[config.mk]
export PLATFORM = sky130hd
export DESIGN_NAME = mem_write_tap_flat
export DESIGN_NICKNAME = d
export VERILOG_FILES = /design/src/rtl/mem_write_tap_if.sv /design/src/rtl/mem_write_tap.sv /design/src/flat_wrapper.sv
export SDC_FILE = /design/constraint.sdc
export NUM_CORES = 1
export LEC_CHECK = 0
export ABC_AREA = 1
export CORE_AREA = 2 2 173 175
export DETAILED_ROUTE_END_ITERATION = 8
export DIE_AREA = 0 0 175 177
export GPL_ROUTABILITY_DRIVEN = 0
export HOLD_SLACK_MARGIN = 0.12
export PLACE_DENSITY = 0.8
export SLEW_MARGIN = 15
export SYNTH_ARGS = -nofsm -noshare
export SYNTH_HDL_FRONTEND = slang
export SYNTH_SLANG_ARGS = --single-unit
[constraint.sdc]
create_clock -name clk -period 2.3 [get_ports clk]
set_input_delay 0.46 -clock clk [delete_from_list [all_inputs] [get_ports clk]]
set_output_delay 0.46 -clock clk [all_outputs]
set_load 0.02 [all_outputs]
[src/rtl/mem_write_tap_if.sv]
// Memory-side request bus plus checker-side valid/ready event stream for mem_write_tap.
// master drives requests and out_ready; slave is the tap.
interface mem_write_tap_if;
  logic        mem_wen;
  logic [29:0] mem_addr;
  logic [31:0] mem_wdata;
  logic        mem_stall;
  logic        out_valid;
  logic        out_ready;
  logic [29:0] out_addr;
  logic [31:0] out_data;
  logic [15:0] out_time;

  modport master (
    output mem_wen, mem_addr, mem_wdata, mem_stall, out_ready,
    input  out_valid, out_addr, out_data, out_time
  );

  modport slave (
    input  mem_wen, mem_addr, mem_wdata, mem_stall, out_ready,
    output out_valid, out_addr, out_data, out_time
  );
endinterface

[src/rtl/mem_write_tap.sv]
// Captures committed (unstalled) writes into a window of word addresses, time-stamps them
// and queues them in a small FIFO presented to the checker over valid/ready.
module mem_write_tap #(
  parameter int          DEPTH     = 4,
  parameter logic [29:0] PORT_BASE = 30'h0,
  parameter int          PORT_NUM  = 4
) (
  input  logic                clk,
  input  logic                rst,
  mem_write_tap_if.slave      bus,
  output logic [15:0]         wr_count,
  output logic [7:0]          drop_count,
  output logic                overflow
);

  localparam int AW = $clog2(DEPTH);
  localparam int CW = AW + 1;

  typedef enum logic [1:0] {ST_EMPTY, ST_PARTIAL, ST_FULL} state_t;

  state_t          r_state;
  state_t          w_state_nxt;
  logic [AW-1:0]   r_wr_ptr;
  logic [AW-1:0]   r_rd_ptr;
  logic [CW-1:0]   r_count;
  logic [15:0]     r_cycle;
  logic [15:0]     r_wr_count;
  logic [7:0]      r_drop_count;
  logic            r_overflow;
  logic [29:0]     r_addr_q [DEPTH];
  logic [31:0]     r_data_q [DEPTH];
  logic [15:0]     r_time_q [DEPTH];

  logic [29:0]     w_offset;
  logic            w_commit;
  logic            w_pop;
  logic            w_push;
  logic            w_drop;

  // A stalled request is held stable, so only its unstalled cycle counts as the commit.
  assign w_offset = bus.mem_addr - PORT_BASE;
  assign w_commit = bus.mem_wen && !bus.mem_stall &&
                    (bus.mem_addr >= PORT_BASE) && (w_offset < 30'(PORT_NUM));

  assign bus.out_valid = (r_state != ST_EMPTY);
  assign bus.out_addr  = r_addr_q[r_rd_ptr];
  assign bus.out_data  = r_data_q[r_rd_ptr];
  assign bus.out_time  = r_time_q[r_rd_ptr];
  assign wr_count      = r_wr_count;
  assign drop_count    = r_drop_count;
  assign overflow      = r_overflow;

  // Full + pop frees the head slot in the same cycle, so the new entry still fits.
  always_comb begin
    // NOTE: every always_comb output gets a default first so no latch is inferred.
    w_state_nxt = r_state;
    w_pop       = bus.out_valid && bus.out_ready;
    w_push      = w_commit && ((r_state != ST_FULL) || w_pop);
    w_drop      = w_commit && (r_state == ST_FULL) && !w_pop;
    case (r_state)
      ST_EMPTY:   if (w_push) w_state_nxt = ST_PARTIAL;
      ST_PARTIAL: begin
        if (w_push && !w_pop && (r_count == CW'(DEPTH - 1)))
          w_state_nxt = ST_FULL;
        else if (w_pop && !w_push && (r_count == CW'(1)))
          w_state_nxt = ST_EMPTY;
      end
      ST_FULL:    if (w_pop && !w_push) w_state_nxt = ST_PARTIAL;
      default:    w_state_nxt = ST_EMPTY;
    endcase
  end

  // NOTE: sequential state uses non-blocking assignments only, so every flop samples pre-edge values.
  always_ff @(posedge clk or negedge rst) begin
    if (!rst) begin
      r_state      <= ST_EMPTY;
      r_wr_ptr     <= '0;
      r_rd_ptr     <= '0;
      r_count      <= '0;
      r_cycle      <= '0;
      r_wr_count   <= '0;
      r_drop_count <= '0;
      r_overflow   <= 1'b0;
    end else begin
      r_state <= w_state_nxt;
      r_cycle <= r_cycle + 16'd1;
      if (w_push) r_wr_ptr <= r_wr_ptr + AW'(1);
      if (w_pop)  r_rd_ptr <= r_rd_ptr + AW'(1);
      case ({w_push, w_pop})
        2'b10:   r_count <= r_count + CW'(1);
        2'b01:   r_count <= r_count - CW'(1);
        default: r_count <= r_count;
      endcase
      if (w_commit) r_wr_count <= r_wr_count + 16'd1;
      if (w_drop) begin
        r_overflow <= 1'b1;
        if (r_drop_count != 8'hFF) r_drop_count <= r_drop_count + 8'd1;
      end
    end
  end

  // NOTE: storage is reset so the head fields read zero straight out of reset.
  always_ff @(posedge clk or negedge rst) begin
    if (!rst) begin
      for (int i = 0; i < DEPTH; i++) begin
        r_addr_q[i] <= '0;
        r_data_q[i] <= '0;
        r_time_q[i] <= '0;
      end
    end else if (w_push) begin
      r_addr_q[r_wr_ptr] <= bus.mem_addr;
      r_data_q[r_wr_ptr] <= bus.mem_wdata;
      r_time_q[r_wr_ptr] <= r_cycle;
    end
  end

endmodule

[src/flat_wrapper.sv]
// flat-port wrapper written by rule: the top's interface ports become plain ports
module mem_write_tap_flat 
#(
  parameter int          DEPTH     = 4,
  parameter logic [29:0] PORT_BASE = 30'h0,
  parameter int          PORT_NUM  = 4
)
  (clk, rst, wr_count, drop_count, overflow, bus_mem_wen, bus_mem_addr, bus_mem_wdata, bus_mem_stall, bus_out_ready, bus_out_valid, bus_out_addr, bus_out_data, bus_out_time);
  mem_write_tap_if bus_i ();
  input  logic clk;
  input  logic rst;
  output logic [15:0] wr_count;
  output logic [7:0] drop_count;
  output logic overflow;
  input wire logic [$bits(bus_i.mem_wen)-1:0] bus_mem_wen;
  input wire logic [$bits(bus_i.mem_addr)-1:0] bus_mem_addr;
  input wire logic [$bits(bus_i.mem_wdata)-1:0] bus_mem_wdata;
  input wire logic [$bits(bus_i.mem_stall)-1:0] bus_mem_stall;
  input wire logic [$bits(bus_i.out_ready)-1:0] bus_out_ready;
  output wire logic [$bits(bus_i.out_valid)-1:0] bus_out_valid;
  output wire logic [$bits(bus_i.out_addr)-1:0] bus_out_addr;
  output wire logic [$bits(bus_i.out_data)-1:0] bus_out_data;
  output wire logic [$bits(bus_i.out_time)-1:0] bus_out_time;
  assign bus_i.mem_wen = bus_mem_wen;
  assign bus_i.mem_addr = bus_mem_addr;
  assign bus_i.mem_wdata = bus_mem_wdata;
  assign bus_i.mem_stall = bus_mem_stall;
  assign bus_i.out_ready = bus_out_ready;
  assign bus_out_valid = bus_i.out_valid;
  assign bus_out_addr = bus_i.out_addr;
  assign bus_out_data = bus_i.out_data;
  assign bus_out_time = bus_i.out_time;
  mem_write_tap #(.DEPTH(DEPTH), .PORT_BASE(PORT_BASE), .PORT_NUM(PORT_NUM)) u_core (.clk(clk), .rst(rst), .bus(bus_i), .wr_count(wr_count), .drop_count(drop_count), .overflow(overflow));
endmodule
==> flow_metrics.env <==
export IMPL_status="complete, but fails checks"
export IMPL_violations="setup timing"
export IMPL_wl_um=48600
export IMPL_ys_dominant_reg_cell="dfrtp_1"
export IMPL_async_flop_share_pct=100
export IMPL_max_freq_mhz=409
export IMPL_cts_inserted_buffers=39
export IMPL_yosysMostFrequentCell="nand2_1"
export IMPL_r2r_setup_slack_ns=0.32
export IMPL_first_global_vias=14558
export IMPL_portBuffers=170
export IMPL_netlist_top_cells_area="dfrtp_1 55%, nand2_1 13%, o21ai_0 8.8%"
export IMPL_synth_edf_count=0
export IMPL_max_cap_violations=0
export IMPL_timing_critical_path_buf_inv=5
export IMPL_p_int_mw=15.1
export IMPL_clock_sinks=362
export IMPL_maxSlewViolCount=0
export IMPL_syn_inst=1985
export IMPL_start_kind="register"
export IMPL_antenna_found_initial=1
export IMPL_power_frac_seq_pct=27.5
export IMPL_swShare_pct=36.3
export IMPL_tightest_slew_ns=0.669
export IMPL_drive_gt1_share_pct=18.8
export IMPL_yosys_cell_types_count=33
export IMPL_path_common_cell="buf_6"
export IMPL_setup_viol=73
export IMPL_mappedNetlistArea_um2=16400
export IMPL_hold_class="input pin to asynchronous set/reset pin"
export IMPL_cp_required_ns=1.84
export IMPL_clk_path_buf_depth=3
export IMPL_syn_nets=2065
export IMPL_p_per_area_nw_per_um2=1090
export IMPL_grt_pass1_wl_um=73000
export IMPL_fin_crit_sh_pct=106
export IMPL_route_detailed_drc=0
export IMPL_hold_slack_ns=0.460
export IMPL_via_per_inst=5.74
export IMPL_cts_tree="built"
export IMPL_root_buffer="clkbuf_16"
export IMPL_coreArea_um2=29200
export IMPL_cp_arrival_ns=1.99
export IMPL_slew_headroom_pct=55.3
export IMPL_ys_warn_count=0
export IMPL_drtIter0Drc=1590
export IMPL_final_setup_skew_ns=0.0190
export IMPL_crit_fanout=5
export IMPL_yosys_top_cells_count="576 x nand2_1, 362 x dfrtp_1, 290 x o21ai_0, 204 x nor2_1, 158 x inv_1"
export IMPL_dp_hpwl_um=26600
export IMPL_grt_usage_pct=29.0
export IMPL_first_pass_iters=5
export IMPL_ios=171
export IMPL_h_tree_depth=2
export IMPL_synth_largest_area_cell="dfrtp_1"
export IMPL_wl_per_cell_um=18.6
export IMPL_power_mw=23.7
export IMPL_globalRouteOverflowTotal=0
export IMPL_pwr_share_clk_pct=26.2
export IMPL_fp_dieW_um=175
export IMPL_nFillCells=1952
export IMPL_path_delay_family="buffers and inverters"
export IMPL_crit_chain="buf_12 > buf_4 > clkbuf_16 > buf_6 > o21ai_2 > o22ai_2 > buf_6"
export IMPL_dieArea_um2=31000
export IMPL_critPathKind="register to output pin"
export IMPL_final_antenna_net_count=0
export IMPL_row_count=63
export IMPL_ys_ff_latch=362
export IMPL_area_growth_pct=32.7
export IMPL_fin_nets=2280
export IMPL_clk_latency_ns=0.53
export IMPL_power_frac_comb_pct=46.3
export IMPL_switchingPower_mw=8.58
export IMPL_period_needed_ns=2.45
export IMPL_num_vias=15046
export IMPL_ys_seq_area_share_pct=55.1
export IMPL_vdd_drop_max_v=0.000777
export IMPL_slowest_delay_ns=0.50
export IMPL_power_leakage_nw=11.8
export IMPL_yosys_area_top_type_share_pct=55.1
export IMPL_grt_max_degree=81
export IMPL_fin_ws_ns=-0.145
export IMPL_finalHoldViolations=0
export IMPL_die_height_um=177
export IMPL_rsz0062_at_grt="true"
export IMPL_initial_utilization_pct=56.2
export IMPL_endpoint_kind="output pin"
export IMPL_synth_avg_cell_area_um2=8.28
export IMPL_cp_slowest_cell="dfrtp_4"
export IMPL_clkSlewWorstSetupHoldPaths_ns=0.06
[power groups by stage]
stage	registers (mW)	clock network, mW	logic, mW
final	6.51	6.21	11.0
after floorplan	6.59	0	4.04
after detailed placement	6.62	0	7.97
after global routing	6.51	6.52	11.5
after CTS	6.52	6.23	7.89
after global placement	6.62	0	7.93
[final timing paths]
kind / startpoint / to / depth (start not counted)
max: u_core.r_rd_ptr[0] / bus_out_data[28] / 7
min reg2reg: u_core.r_addr_q[68] / u_core.r_addr_q[68] / 2
min in group clk: u_core.r_addr_q[68] / u_core.r_addr_q[68] / 2
min: rst / u_core.r_addr_q[66] / 2
max reg2reg: u_core.r_wr_ptr[0] / u_core.r_addr_q[90] / 6
max in group asynchronous: rst / u_core.r_data_q[10] / 3
[layout by cell type (no fill, tap or decap), types with 2 or more instances in the layout]
cell type and instances:
a21oi_1 4, and2_1 2, buf_12 36, buf_16 3, buf_2 5, buf_4 95, buf_6 45, buf_8 7
bufinv_16 2, clkbuf_1 8, clkbuf_16 54, clkbuf_8 10, clkdlybuf4s50_1 91, clkinv_2 8, dfrtp_1 360, ha_1 13
inv_1 156, inv_2 2, inv_6 2, nand2_1 576, nand2_4 4, nand3_1 16, nand4_1 15, nor2_1 166
nor2_2 26, nor2_4 19, nor3_1 7, o21ai_0 205, o21ai_1 114, o21ai_2 35, o21ai_4 10, o22ai_1 33
o22ai_2 44, xnor2_1 15, xor2_1 22
[per-layer routing]
| layer | global-route usage [%] | part of all wire [%] | up-vias |
|---|---|---|---|
| met3 | 4.57 | 7.9 | 128 |
| met1 | 38.2 | 39 | 7329 |
| li1 | - | - | 6789 |
| met4 | 10.3 | 3.3 | 0 |
| met2 | 49.2 | 50 | 800 |
| met5 | 0 | 0 | - |
[cell families (layout without fill, tap and decap cells)]
family                   Yosys count  in the layout  share of synthesized area (%)
AO/OA/AOI/OAI                    450            450                           14.4
XOR/XNOR                          37             37                           1.97
adder cells (fa/ha/maj)           13             13                          0.990
buffers and inverters            286            529                           7.39
flip-flops                       362            362                           55.1
other                              0              1                              0
AND/OR/NAND/NOR                  837            837                           20.2
[sequential cells by signal, summed over array words and instances, names as in the netlist]
name               cells
u_core.drop_count      8
u_core.overflow        1
u_core.r_addr_q      120
u_core.r_count         3
u_core.r_cycle        16
u_core.r_data_q      128
u_core.r_rd_ptr        2
u_core.r_state         2
u_core.r_time_q       64
u_core.r_wr_ptr        2
u_core.wr_count       16
[cell type report]
type / instances / area (um2) / area share, %
antenna: 1 / 2.50 / 0.0115
clock buffer: 57 / 1140 / 5.25
clock inverter: 12 / 116 / 0.534
inverter: 160 / 632 / 2.90
multi-input combinational: 1337 / 6880 / 31.5
sequential: 362 / 9060 / 41.6
tap: 390 / 488 / 2.24
timing repair buffer: 298 / 3450 / 15.8
timing repair inverter: 2 / 25.0 / 0.115
[metrics by stage]
step,utilization [%],cells,setup TNS (ns),area [um2],worst slack [ns]
floorplan,-,1985,0,16400,0.162
global placement,65.6,2519,-1.25,19200,-0.0656
detailed placement,65.6,2519,-10.22,19200,-0.124
CTS,70.1,2590,-8.82,20500,-0.248
global route,74.5,2619,-8.22,21800,-0.199
finish,74.5,2619,-4.57,21800,-0.145
[repair_timing]
action                                  CTS  global route
endpoints found under the setup margin   78            78
hold endpoints to repair                 42             0
cloned                                    1            22
setup buffers                             0             8
hold buffers                              1             0
pin swaps                                 5            53
gates resized for setup                 324           373
(Power assumes the default switching activity.)
